$ cat src/rtl/conv_seq_ctrl_pkg.sv
// Shared types and helpers for the convolution sequencer.
// Optional feature macro: SEQ_CHECK_TLAST_EN (tlast position checking).
package conv_seq_ctrl_pkg;

  // Square of a dimension, used for word counts.
  function automatic int sq(input int x);
    return x * x;
  endfunction

  // Bits needed to index x distinct values (never less than one).
  function automatic int nbits(input int x);
    return (x <= 1) ? 1 : $clog2(x);
  endfunction

  // Default geometry of the multiplier array.
  localparam int K_DIM_DEF  = 3;
  localparam int I_DIM_DEF  = 8;
  localparam int M_BITS_DEF = 16;
  localparam int I_BITS_DEF = nbits(I_DIM_DEF);

  typedef enum logic [2:0] {
    IDLE   = 3'd0,
    LOAD_K = 3'd1,
    LOAD_I = 3'd2,
    STREAM = 3'd3,
    DONE   = 3'd4
  } seq_state_t;

  // Pixel coordinate for the default geometry; packs as {m,n} like img_user.
  typedef struct packed {
    logic [I_BITS_DEF-1:0] m;
    logic [I_BITS_DEF-1:0] n;
  } coord_t;

endpackage

$ cat src/rtl/conv_seq_ctrl_seq_img_buf.sv
// Image frame buffer: one synchronous write port, one asynchronous read port.
// Kept as a separate module so it can be swapped for a block RAM later.
module seq_img_buf #(
  parameter int DEPTH  = 64,
  parameter int WIDTH  = 16,
  parameter int ADDR_W = 6
) (
  input  logic              clk,
  input  logic              we,
  input  logic [ADDR_W-1:0] waddr,
  input  logic [WIDTH-1:0]  wdata,
  input  logic [ADDR_W-1:0] raddr,
  output logic [WIDTH-1:0]  rdata
);

  logic [WIDTH-1:0] mem [DEPTH];

  // Store a pixel on every write strobe.
  // NOTE: storage arrays get no reset; the loader always rewrites every word before it is read.
  always_ff @(posedge clk) begin
    if (we) mem[waddr] <= wdata;
  end

  assign rdata = mem[raddr];

endmodule

$ cat src/rtl/conv_seq_ctrl.sv
// Sequencer feeding the K_DIM x K_DIM multiplier array: latches a kernel,
// buffers one image, then replays it row-major with {m,n} coordinates.
// Optional feature macro: SEQ_CHECK_TLAST_EN enables the sticky len_err flag.
module conv_seq_ctrl
  import conv_seq_ctrl_pkg::*;
#(
  parameter int K_DIM  = K_DIM_DEF,
  parameter int I_DIM  = I_DIM_DEF,
  parameter int M_BITS = M_BITS_DEF,
  parameter int K_SIZE = sq(K_DIM),
  parameter int I_SIZE = sq(I_DIM),
  parameter int I_BITS = nbits(I_DIM)
) (
  input  logic                                     clk,
  input  logic                                     rstn,
  input  logic [M_BITS-1:0]                        s_kernel_tdata,
  input  logic                                     s_kernel_tvalid,
  input  logic                                     s_kernel_tlast,
  output logic                                     s_kernel_tready,
  input  logic [M_BITS-1:0]                        s_img_tdata,
  input  logic                                     s_img_tvalid,
  input  logic                                     s_img_tlast,
  output logic                                     s_img_tready,
  output logic [K_DIM-1:0][K_DIM-1:0][M_BITS-1:0]  kernel_data,
  output logic                                     kernel_valid,
  output logic [M_BITS-1:0]                        img_data,
  output logic [1:0][I_BITS-1:0]                   img_user,
  output logic                                     img_last,
  output logic                                     img_valid,
  input  logic                                     img_ready,
  output logic                                     busy,
  output logic                                     frame_done,
  output logic                                     len_err
);

  localparam int K_W = nbits(K_SIZE);
  localparam int P_W = 2 * I_BITS;

  seq_state_t        state, state_nxt;
  logic [K_W-1:0]    k_cnt;
  logic [P_W-1:0]    p_cnt;
  logic [I_BITS-1:0] row_cnt, col_cnt;
  logic [M_BITS-1:0] buf_rdata;
  logic              buf_we;
  logic              k_last, p_last, col_last;

  assign k_last   = (k_cnt == K_W'(K_SIZE - 1));
  assign p_last   = (p_cnt == P_W'(I_SIZE - 1));
  assign col_last = (col_cnt == I_BITS'(I_DIM - 1));
  assign buf_we   = (state == LOAD_I) && s_img_tvalid;

  seq_img_buf #(
    .DEPTH  (I_SIZE),
    .WIDTH  (M_BITS),
    .ADDR_W (P_W)
  ) u_img_buf (
    .clk   (clk),
    .we    (buf_we),
    .waddr (p_cnt),
    .wdata (s_img_tdata),
    .raddr (p_cnt),
    .rdata (buf_rdata)
  );

  // State register.
  // NOTE: clocked blocks use non-blocking assignments so every register samples pre-edge values.
  always_ff @(posedge clk or negedge rstn) begin
    if (!rstn) state <= IDLE;
    else       state <= state_nxt;
  end

  // Next-state decode and handshake/stream outputs.
  // NOTE: every output gets a default first so no path leaves a latch behind.
  always_comb begin
    state_nxt       = state;
    s_kernel_tready = 1'b0;
    s_img_tready    = 1'b0;
    img_valid       = 1'b0;
    img_data        = '0;
    img_user        = '0;
    img_last        = 1'b0;
    frame_done      = 1'b0;
    busy            = (state != IDLE);
    case (state)
      IDLE: begin
        // Kernel has priority; an image without a kernel keeps waiting.
        if (s_kernel_tvalid)                   state_nxt = LOAD_K;
        else if (s_img_tvalid && kernel_valid) state_nxt = LOAD_I;
      end
      LOAD_K: begin
        s_kernel_tready = 1'b1;
        if (s_kernel_tvalid && k_last) state_nxt = IDLE;
      end
      LOAD_I: begin
        s_img_tready = 1'b1;
        if (s_img_tvalid && p_last) state_nxt = STREAM;
      end
      STREAM: begin
        // Outputs follow the pixel counter, which only moves on handshake,
        // so they stay stable while the array stalls.
        img_valid   = 1'b1;
        img_data    = buf_rdata;
        img_user[1] = row_cnt;
        img_user[0] = col_cnt;
        img_last    = p_last;
        if (img_ready && p_last) state_nxt = DONE;
      end
      DONE: begin
        frame_done = 1'b1;
        state_nxt  = IDLE;
      end
      default: state_nxt = IDLE;
    endcase
  end

  // Kernel capture: word k lands at [k/K_DIM][k%K_DIM]; valid drops when a new load starts.
  always_ff @(posedge clk or negedge rstn) begin
    if (!rstn) begin
      kernel_data  <= '0;
      kernel_valid <= 1'b0;
      k_cnt        <= '0;
    end else begin
      if (state == IDLE && s_kernel_tvalid) kernel_valid <= 1'b0;
      if (state == LOAD_K && s_kernel_tvalid) begin
        for (int r = 0; r < K_DIM; r++) begin
          for (int c = 0; c < K_DIM; c++) begin
            if (k_cnt == K_W'(r * K_DIM + c)) kernel_data[r][c] <= s_kernel_tdata;
          end
        end
        if (k_last) begin
          k_cnt        <= '0;
          kernel_valid <= 1'b1;
        end else begin
          k_cnt <= k_cnt + 1'b1;
        end
      end
    end
  end

  // Pixel counters: write address during LOAD_I, replay position and {m,n} during STREAM.
  always_ff @(posedge clk or negedge rstn) begin
    if (!rstn) begin
      p_cnt   <= '0;
      row_cnt <= '0;
      col_cnt <= '0;
    end else begin
      case (state)
        LOAD_I: begin
          if (s_img_tvalid) p_cnt <= p_last ? '0 : p_cnt + 1'b1;
        end
        STREAM: begin
          if (img_ready) begin
            if (p_last) begin
              p_cnt   <= '0;
              row_cnt <= '0;
              col_cnt <= '0;
            end else begin
              p_cnt <= p_cnt + 1'b1;
              if (col_last) begin
                col_cnt <= '0;
                row_cnt <= row_cnt + 1'b1;
              end else begin
                col_cnt <= col_cnt + 1'b1;
              end
            end
          end
        end
        default: ;
      endcase
    end
  end

`ifdef SEQ_CHECK_TLAST_EN
  // Sticky flag for tlast arriving early, late, or not at all.
  always_ff @(posedge clk or negedge rstn) begin
    if (!rstn) begin
      len_err <= 1'b0;
    end else begin
      if (state == LOAD_K && s_kernel_tvalid && (s_kernel_tlast != k_last)) len_err <= 1'b1;
      if (state == LOAD_I && s_img_tvalid && (s_img_tlast != p_last))       len_err <= 1'b1;
    end
  end
`else
  logic unused_tlast;
  assign unused_tlast = s_kernel_tlast ^ s_img_tlast;
  assign len_err      = 1'b0;
`endif

endmodule

$ cat config.mk
export PLATFORM = sky130hd
export DESIGN_NAME = conv_seq_ctrl
export DESIGN_NICKNAME = d
export VERILOG_FILES = /design/src/rtl/conv_seq_ctrl_pkg.sv /design/src/rtl/conv_seq_ctrl_seq_img_buf.sv /design/src/rtl/conv_seq_ctrl.sv
export SDC_FILE = /design/constraint.sdc
export NUM_CORES = 1
export LEC_CHECK = 0
export BUFFER_PORTS_ARGS = -buffer_cell sky130_fd_sc_hd__clkbuf_2
export CAP_MARGIN = 20
export CORE_MARGIN = 1
export CORE_UTILIZATION = 40
export CTS_BUF_LIST = sky130_fd_sc_hd__clkbuf_4
export CTS_CLUSTER_DIAMETER = 40
export DETAILED_ROUTE_END_ITERATION = 10
export REMOVE_ABC_BUFFERS = 1
export SYNTH_ARGS = -nofsm -noshare
export SYNTH_HDL_FRONTEND = slang
export SYNTH_SLANG_ARGS = --single-unit
$ cat constraint.sdc
create_clock -name clk -period 5.4 [get_ports clk]
set_input_delay 0 -clock clk [delete_from_list [all_inputs] [get_ports clk]]
set_output_delay 0 -clock clk [all_outputs]
set_load 0.01 [all_outputs]
==> metrics.md, run 1 <==
| Metric | Value |
|---|---|
| Outcome | `complete, no violations` |
| RSZ-0062 raised after global routing | `no` |
| DRC viols | `0` |
| Path type of the worst min-delay path | `in -> reg` |
| Final Setup Violations | `0` |
| Detailed Route WL | `around 130,000 um` |
| Fillers | `roughly 9,600` |
| Worst EP arrival | `5.26 ns` |
| Hold Violations, Final | `0` |
| Number of core rows | `123` |
| Postcts setup bufs | `0` |
| Vias | `28,200` |
| Iteration count of the initial detailed-routing pass | `6` |
| Syn Inst Count | `~2,600` |
| Clock buffer depth | `4` |
| Layout Skew | `0.0787 ns` |
| Nets | `3,223` |
| H-tree depth | `5` |
| Global-route wire length before repair | `189,000 um` |
| # IOs | `213` |
| Synth cell types | `62` |
| Detailed placer's ending HPWL | `75,900 um` |
| Synth top area cells | `edfxtp_1, dfrtp_1, mux2_2` |
| Vias per inst | `around 5.8` |
| Routability congestion estimate from global placement | `0.873` |
| Yosys warns | `0` |
| Latest clock arrival within the worst-skew pair | `1.12 ns` |
| Multi-input gate area | `9960 um^2` |
| Max Cap Viol | `0` |
| Min Clock Period, post-route | `about 5.3 ns` |
| Post-synth top area cell | `edfxtp_1` |
| Die width | `340 um` |
| Antenna Nets Post-Route | `0` |
| Initial Util | `slightly above 40%` |
| Clk root buf | `clkbuf_4` |
| FF+latch area | `34,900 um^2` |
| Slew @ Worst Pin | `around 1.3 ns` |
| Congestion Overflow GR | `0` |
| Syn Area/Cell | `17.3 um^2` |
| Die ar. | `115,000 um^2` |
| Period utilization | `97.3%` |
| Mapped cell area | `45,700 um^2` |
| Die H | `approximately 340 um` |
| GRT Total Usage | `22.3%` |
| CTS tree | `built` |
| WS Path Type | `reg -> out` |
| Layout area overhead | `16.5%` |
| Setup crit start kind | `register` |
| Routed WL per cell | `about 27 um` |
| Initial antenna violation count | `4` |
| Largest net degree at the start of global routing | `between 100 and 150` |
| Synth Flop Type | `edfxtp_1` |
| Total power after layout | `about 26,000 uW` |
| Endpoint class of the critical path | `output pin` |
| Util after Layout | `47.1%` |
| Number of register bits inferred by synthesis | `~1,200` |
| Required @ worst endpoint | `roughly 5.4 ns` |
| IO Port Bufs | `between 200 and 250` |
| Max-slew violation count | `0` |
| 1st-iter DRT viols | `approximately 3,000` |
| Num CTS Buffers | `between 300 and 400` |
| Vias in the first global route | `roughly 28,000` |
| Hold WS | `between 0.1 and 0.15 ns` |
| Number of flops mapped to enable cells by yosys | `1,024` |
| Seq/Total Area, Yosys | `76.3%` |
| Relative max-transition margin | `13.6%` |
| PD cells | `between 400 and 500 nW/um^2` |
| Worst Path Max Fanout | `38` |
| Core box area | `113,000 um^2` |
| Fraction of layout cells with a size suffix above 1 | `between 30% and 40%` |
| Clock transition at the registers of the reported paths | `0.07 ns` |
| FMAX | `190 MHz` |
| Yosys top cell area share | `67.3%` |
| LEAKAGE | `approximately 0.019 uW` |
| # clock sinks | `1,188` |
| VDD IR max | `approximately 0.27 mV` |
| Asr flop ratio synth | `13.8%` |
## synth_stat cells, types with 4 or more instances
library cell	number
edfxtp_1	1024
a221oi_1	177
a22oi_1	175
mux2_2	175
dfrtp_1	164
a21oi_1	129
nor2_1	121
clkbuf_1	108
o21ai_0	81
buf_2	58
mux2i_1	56
nand2_1	50
o22ai_1	38
mux4_2	37
a22o_1	29
a211oi_1	22
and2_1	15
nand3_1	15
nor3_1	13
o31a_1	12
buf_6	10
o221ai_1	10
buf_4	9
buf_1	8
ha_1	8
nand4_1	8
o2111ai_1	7
a21boi_0	6
nor2b_1	6
o21bai_1	6
a2111oi_0	5
nand2_2	5
a221oi_2	4
a31oi_1	4
inv_1	4
nand2b_1	4
nand3b_1	4
## worst max-delay path, cell delays in order (launching register included)
cell and delay, ns:
dfrtp_4 0.91, nor2b_4 0.35, buf_4 0.31, a221oi_1 0.27, a211oi_1 0.12, a2111oi_0 1.09, o2111ai_1 0.51, o31a_1 0.41
clkbuf_2 0.14
## per-layer routing
layer	routed length [um]	vias up	global-route usage, %
met4	3100	2	7.73
li1	-	12000	-
met5	15	-	0
met3	12700	210	5.61
met2	62100	1569	35.0
met1	52300	14400	30.1
## final cells by class
cell class / instances / area share (%)
antenna: 3 / 0.0141
clock buffer: 428 / 6.04
clock inverter: 71 / 0.835
inverter: 5 / 0.0353
multi-input combinational: 1260 / 18.7
sequential: 1188 / 65.6
tap: 1500 / 3.53
timing repair buffer: 404 / 5.25
## report_power, final
part / total [uW] / switching [uW] / leakage (uW) / internal, uW
sequential: 11100 / 534 / 0.0114 / 10500
combinational: 7750 / 5000 / 0.00512 / 2760
clock: 7380 / 3460 / 0.00218 / 3910
total: 26200 / 8990 / 0.0187 / 17200
## placed cells by master, fill, tap and decap left out, drive strengths merged, types with 4 or more instances in the layout
cell type,n
a2111oi,6
mux2i,56
a22o,29
inv,10
a22oi,175
buf,136
nand4,8
o22ai,38
o21ai,81
a21boi,6
dlygate4sd3,59
bufinv,6
dfrtp,164
o221ai,10
nand2b,4
nand2,55
mux2,177
nand3,15
o2111ai,7
a21oi,129
nor2,121
nand3b,4
o31a,12
ha,8
o21bai,6
and2,16
mux4,37
a31oi,4
nor2b,7
a211oi,22
clkbuf,637
nor3,14
a221oi,181
clkinv,58
edfxtp,1024
nor3b,5
## state kept, by name (all words and copies together), names as in the netlist
| signal | count |
|---|---|
| kernel_valid | 1 |
| p_cnt | 6 |
| k_cnt | 4 |
| kernel_data | 144 |
| row_cnt | 3 |
| col_cnt | 3 |
| u_img_buf.mem | 1024 |
| state | 3 |
## cells by family after synthesis
group | synth area share [%]
xor gates and xnor gates | 0.0384
buffers and inverters | 2.03
AOI/OAI and AO/OA | 11.3
muxes | 7.42
and+or+nand+nor | 2.61
DFF | 76.3
adders and majority gates | 0.219
other | 0.00821
## stage by stage
step                instances  cell area [um^2]  setup slack (ns)  TNS [ns]
floorplan                2452             44800             -4.44  -2632.36
global placement         4293             48800              1.37         0
detailed placement       4294             48800              1.38         0
CTS                      4853             53100            0.0818         0
global route             4859             53200            0.0575         0
finish                   4859             53200             0.144         0
## what timing repair did
| action | in CTS | in global routing |
|---|---|---|
| endpoints found under the setup margin | 0 | 2 |
| gates resized for setup | 0 | 0 |
| hold buffers | 60 | 0 |
| endpoints found under the hold margin | 1449 | 0 |
## path summary, 6_finish.rpt
path	from	end	slack (ns)	cells past startpoint
worst min-delay path	s_img_tdata[10]	u_img_buf.mem[34][10]	0.11	3
max in group asynchronous	rstn	kernel_data[25]	4.29	6
worst max-delay path	p_cnt[2]	img_data[4]	0.14	8
worst max register to register	p_cnt[0]	u_img_buf.mem[51][9]	1.43	4
min in group asynchronous	rstn	kernel_data[111]	0.48	5
worst min register to register	row_cnt[2]	row_cnt[2]	0.49	1
Power figures use the tool's default switching activity.
==> inputs of run 2 (changes only) <==
--- a/config.mk
+++ b/config.mk
@@ -15,4 +15,5 @@
 export REMOVE_ABC_BUFFERS = 1
 export SYNTH_ARGS = -nofsm -noshare
 export SYNTH_HDL_FRONTEND = slang
+export SYNTH_HIERARCHICAL = 1
 export SYNTH_SLANG_ARGS = --single-unit
==> run 2 against run 1 <==
Compared with the run above:
- flip-flop and latch count is the same
- largest power group unchanged
- sequential power about the same
- final cell count down 6.9%
==> metrics.md, run 2 <==
| Metric | Value |
|---|---|
| Outcome | `complete, no violations` |
| Layout Skew | `0.114 ns (+0.0353 ns)` |
| Flop pwr share | `43.6% (+1.3 points)` |
| Hold Path Cell Cnt | `3 (unchanged)` |
| Dpl ws | `1.79 ns (+0.410 ns)` |
| Initial antenna violation count | `1 (-3)` |
| Synth Area in XOR/XNOR | `0.0377% (-0.00070 points)` |
| Clock transition at the registers of the reported paths | `0.06 ns (about the same)` |
| WS Path Type | `reg -> out` |
| Clk root buf | `clkbuf_4` |
| Number of flops mapped to enable cells by yosys | `1,024 (unchanged)` |
| Syn Inst Count | `2,275 (-14%)` |
| DRC viols | `0 (unchanged)` |
| Antenna Nets Post-Route | `0 (unchanged)` |
| # IOs | `213 (unchanged)` |
| Most frequent cells in the layout | `edfxtp_1, clkbuf_4, mux4_2, clkbuf_2, mux2_2` |
| Latest clock arrival within the worst-skew pair | `1.16 ns (+0.04 ns)` |
| Hold Violations, Final | `0 (unchanged)` |
| R2R depth | `4 (unchanged)` |
| Synth Area in Simple Gates | `3.36% (+0.75 points)` |
| Reg2reg start | `p_cnt[0]` |
| CTS tree | `built` |
| Asr flop ratio synth | `13.8% (unchanged)` |
| Number of register bits inferred by synthesis | `1,188 (unchanged)` |
| Postcts setup bufs | `0 (unchanged)` |
| RSZ-0062 raised after global routing | `no` |
| Seq/Total Area, Yosys | `75.0% (-1.4 points)` |
| Global-route wire length before repair | `163,000 um (-14%)` |
| Die H | `343 um (+0.92%)` |
| Largest net degree at the start of global routing | `121 (-2.4%)` |
| Placed cell areas | `49,400 um^2 (+1.1%)` |
| Setup TNS | `0 ns (unchanged)` |
| Syn Area/Cell | `20.4 um^2 (+18%)` |
| Yosys top cell area share | `66.1% (-1.2 points)` |
| Hold Crit Start | `s_img_tdata[3]` |
| Synth top area cells | `edfxtp_1, mux4_2, dfrtp_1` |
| Largest register by flop count | `u_img_buf/mem` |
| Vias per inst | `5.44 (-6.2%)` |
| Post-synth top area cell | `edfxtp_1` |
| Worst EP arrival | `4.75 ns (-0.51 ns)` |
| Routed WL per cell | `24.8 um (-7.4%)` |
| Num CTS Buffers | `311 (-1.9%)` |
| GRT Total Usage | `19.0% (-3.2 points)` |
| Die width | `343 um (+0.92%)` |
| Max reg flops | `1,024 (unchanged)` |
| LEAKAGE | `0.0187 uW (about the same)` |
| Synth Flop Type | `edfxtp_1` |
| CP startpoint | `p_cnt[2]` |
| Iteration count of the initial detailed-routing pass | `5 (-1)` |
| Util after Layout | `46.7% (-0.39 points)` |
| H-tree depth | `5 (unchanged)` |
| Nets | `2,880 (-11%)` |
| VDD IR max | `0.277 mV (+2.8%)` |
| Design internal power | `17,700 uW (+2.7%)` |
| Synth cell types | `67 (+8.1%)` |
| Setup crit start kind | `register` |
| IO Port Bufs | `209 (unchanged)` |
| Core box area | `115,000 um^2 (+1.8%)` |
| Layout area overhead | `15.4%` |
| Commonest non-fill, non-tap cell in the layout | `edfxtp_1` |
| Adder-Cell Fraction of Synth Area | `0.215% (-0.0040 points)` |
| Required @ worst endpoint | `5.40 ns (about the same)` |
| Routability congestion estimate from global placement | `0.829 (-5.0%)` |
| Initial Util | `40.5% (about the same)` |
| Worst Path Max Fanout | `56 (+47%)` |
| Vias in the first global route | `25,600 (-10%)` |
| Logic pwr share | `28.6% (-1.0 points)` |
| Largest family of logic cells by synthesized area | `multiplexers` |
| Max-slew violation count | `0 (unchanged)` |
| Fillers | `9,713 (+1.5%)` |
| Detailed placer's ending HPWL | `65,500 um (-14%)` |
| Max Cap Viol | `0 (unchanged)` |
| Number of core rows | `124 (+0.81%)` |
| P_sw | `8110 uW (-9.9%)` |
| Path type of the worst min-delay path | `in -> reg` |
| # resized after CTS | `0 (unchanged)` |
| Endpoint class of the critical path | `output pin` |
| Compound-Gate Fraction of Synth Area | `2.58% (-8.8 points)` |
| Synth cell count leaders | `edfxtp_1, mux4_2, mux2_2` |
| Period utilization | `88.0% (-9.3 points)` |
| # clock sinks | `1,188 (unchanged)` |
| Relative max-transition margin | `28.2% (+15 points)` |
| Mapped cell area | `46,500 um^2 (+1.8%)` |
| FMAX | `210 MHz (+11%)` |
| Yosys warns | `6 (+6)` |
| Final Setup Violations | `0 (unchanged)` |
| Mux contribution to synthesized area | `16.9% (+9.5 points)` |
| Die ar. | `118,000 um^2 (+1.8%)` |
| Cell with the most instances after synthesis | `edfxtp_1` |
| Slew @ Worst Pin | `1.08 ns (-0.187 ns)` |
| Congestion Overflow GR | `0 (unchanged)` |
| Post-route cell area | `53,700 um^2 (+0.94%)` |
| Detailed Route WL | `112,000 um (-14%)` |
| Min Clock Period, post-route | `4.75 ns (-0.504 ns)` |
| Top Registers | `u_img_buf/mem x1024, kernel_data x144, p_cnt x6` |
| Switching Fraction | `31.4% (-2.9 points)` |
| Clock power share | `27.8% (-0.4 points)` |
| Fraction of layout cells with a size suffix above 1 | `39.0% (+8.0 points)` |
| PD cells | `480 nW/um^2 (-2.5%)` |
| Vias | `24,600 (-13%)` |
| Clock buffer depth | `4 (unchanged)` |
| Setup ws final | `0.648 ns (+0.504 ns)` |
| 1st-iter DRT viols | `2,206 (-28%)` |
[run 2: through the flow]
| step | instances | hold WS (ns) | total power, uW |
|---|---|---|---|
| finish | 4524 | 0.132 | 25800 |
| global route | 4523 | 0.0867 | 27000 |
| CTS | 4520 | 0.000197 | 26100 |
| detailed placement | 3964 | 0.242 | 18800 |
| global placement | 3964 | 0.215 | 18700 |
| floorplan | 2149 | -0.296 | 16100 |
[run 2: power by group through the flow]
stage	combinational, uW	clock, uW	sequential, uW
2_1_floorplan	4160	0	12000
3_3_place_gp	7280	0	11400
3_5_place_dp	7390	0	11400
4_1_cts	7460	7390	11200
5_1_grt	7830	7820	11300
6_report	7380	7150	11200
[run 2: critical path: stages (launching register included)]
cell and delay, ns:
dfrtp_4 0.95, buf_4 0.63, mux4_2 0.33, mux2i_1 0.12, a22oi_1 0.51, a31oi_1 0.29, a311oi_1 0.30, and2_1 0.26
clkbuf_2 0.17
[run 2: final timing paths]
path,endpoint,slack (ns)
max,img_data[13],0.65
min,u_img_buf/mem[4][3],0.13
max reg2reg,u_img_buf/mem[35][7],1.88
min reg2reg,kernel_data[29],0.50
max in group asynchronous,p_cnt[0],4.21
min in group asynchronous,kernel_data[28],0.66
[run 2: repair_timing]
item,in CTS,in global routing
endpoints found under the setup margin,0,0
hold buffers,67,0
endpoints found under the hold margin,1352,0
[run 2: cells by family (layout without fill, tap and decap cells)]
group / after synthesis / after routing
fa+ha+maj: 8 / 8
compound gates: 162 / 162
xor+xnor: 2 / 2
buf+inv: 132 / 866
flops: 1188 / 1188
simple gates: 299 / 299
other cells: 1 / 4
mux: 483 / 483
[run 2: area by class of cell]
| class | count | area [um^2] | share of cell area (%) |
|---|---|---|---|
| clock buffer | 433 | 3250 | 6.06 |
| clock inverter | 56 | 292 | 0.543 |
| inverter | 6 | 22.5 | 0.0420 |
| sequential | 1188 | 34900 | 65.0 |
| timing repair buffer | 371 | 2540 | 4.73 |
| antenna | 3 | 7.51 | 0.0140 |
| tap | 1512 | 1890 | 3.52 |
| multi-input combinational | 955 | 10800 | 20.1 |
[run 2: metal layers]
| metal | global-route usage, % | wire (um) | vias up |
|---|---|---|---|
| li1 | - | - | 10600 |
| met1 | 25.7 | 47400 | 13000 |
| met2 | 30.4 | 54900 | 898 |
| met3 | 3.84 | 6840 | 180 |
| met4 | 7.33 | 3130 | 0 |
| met5 | 0 | 0 | - |
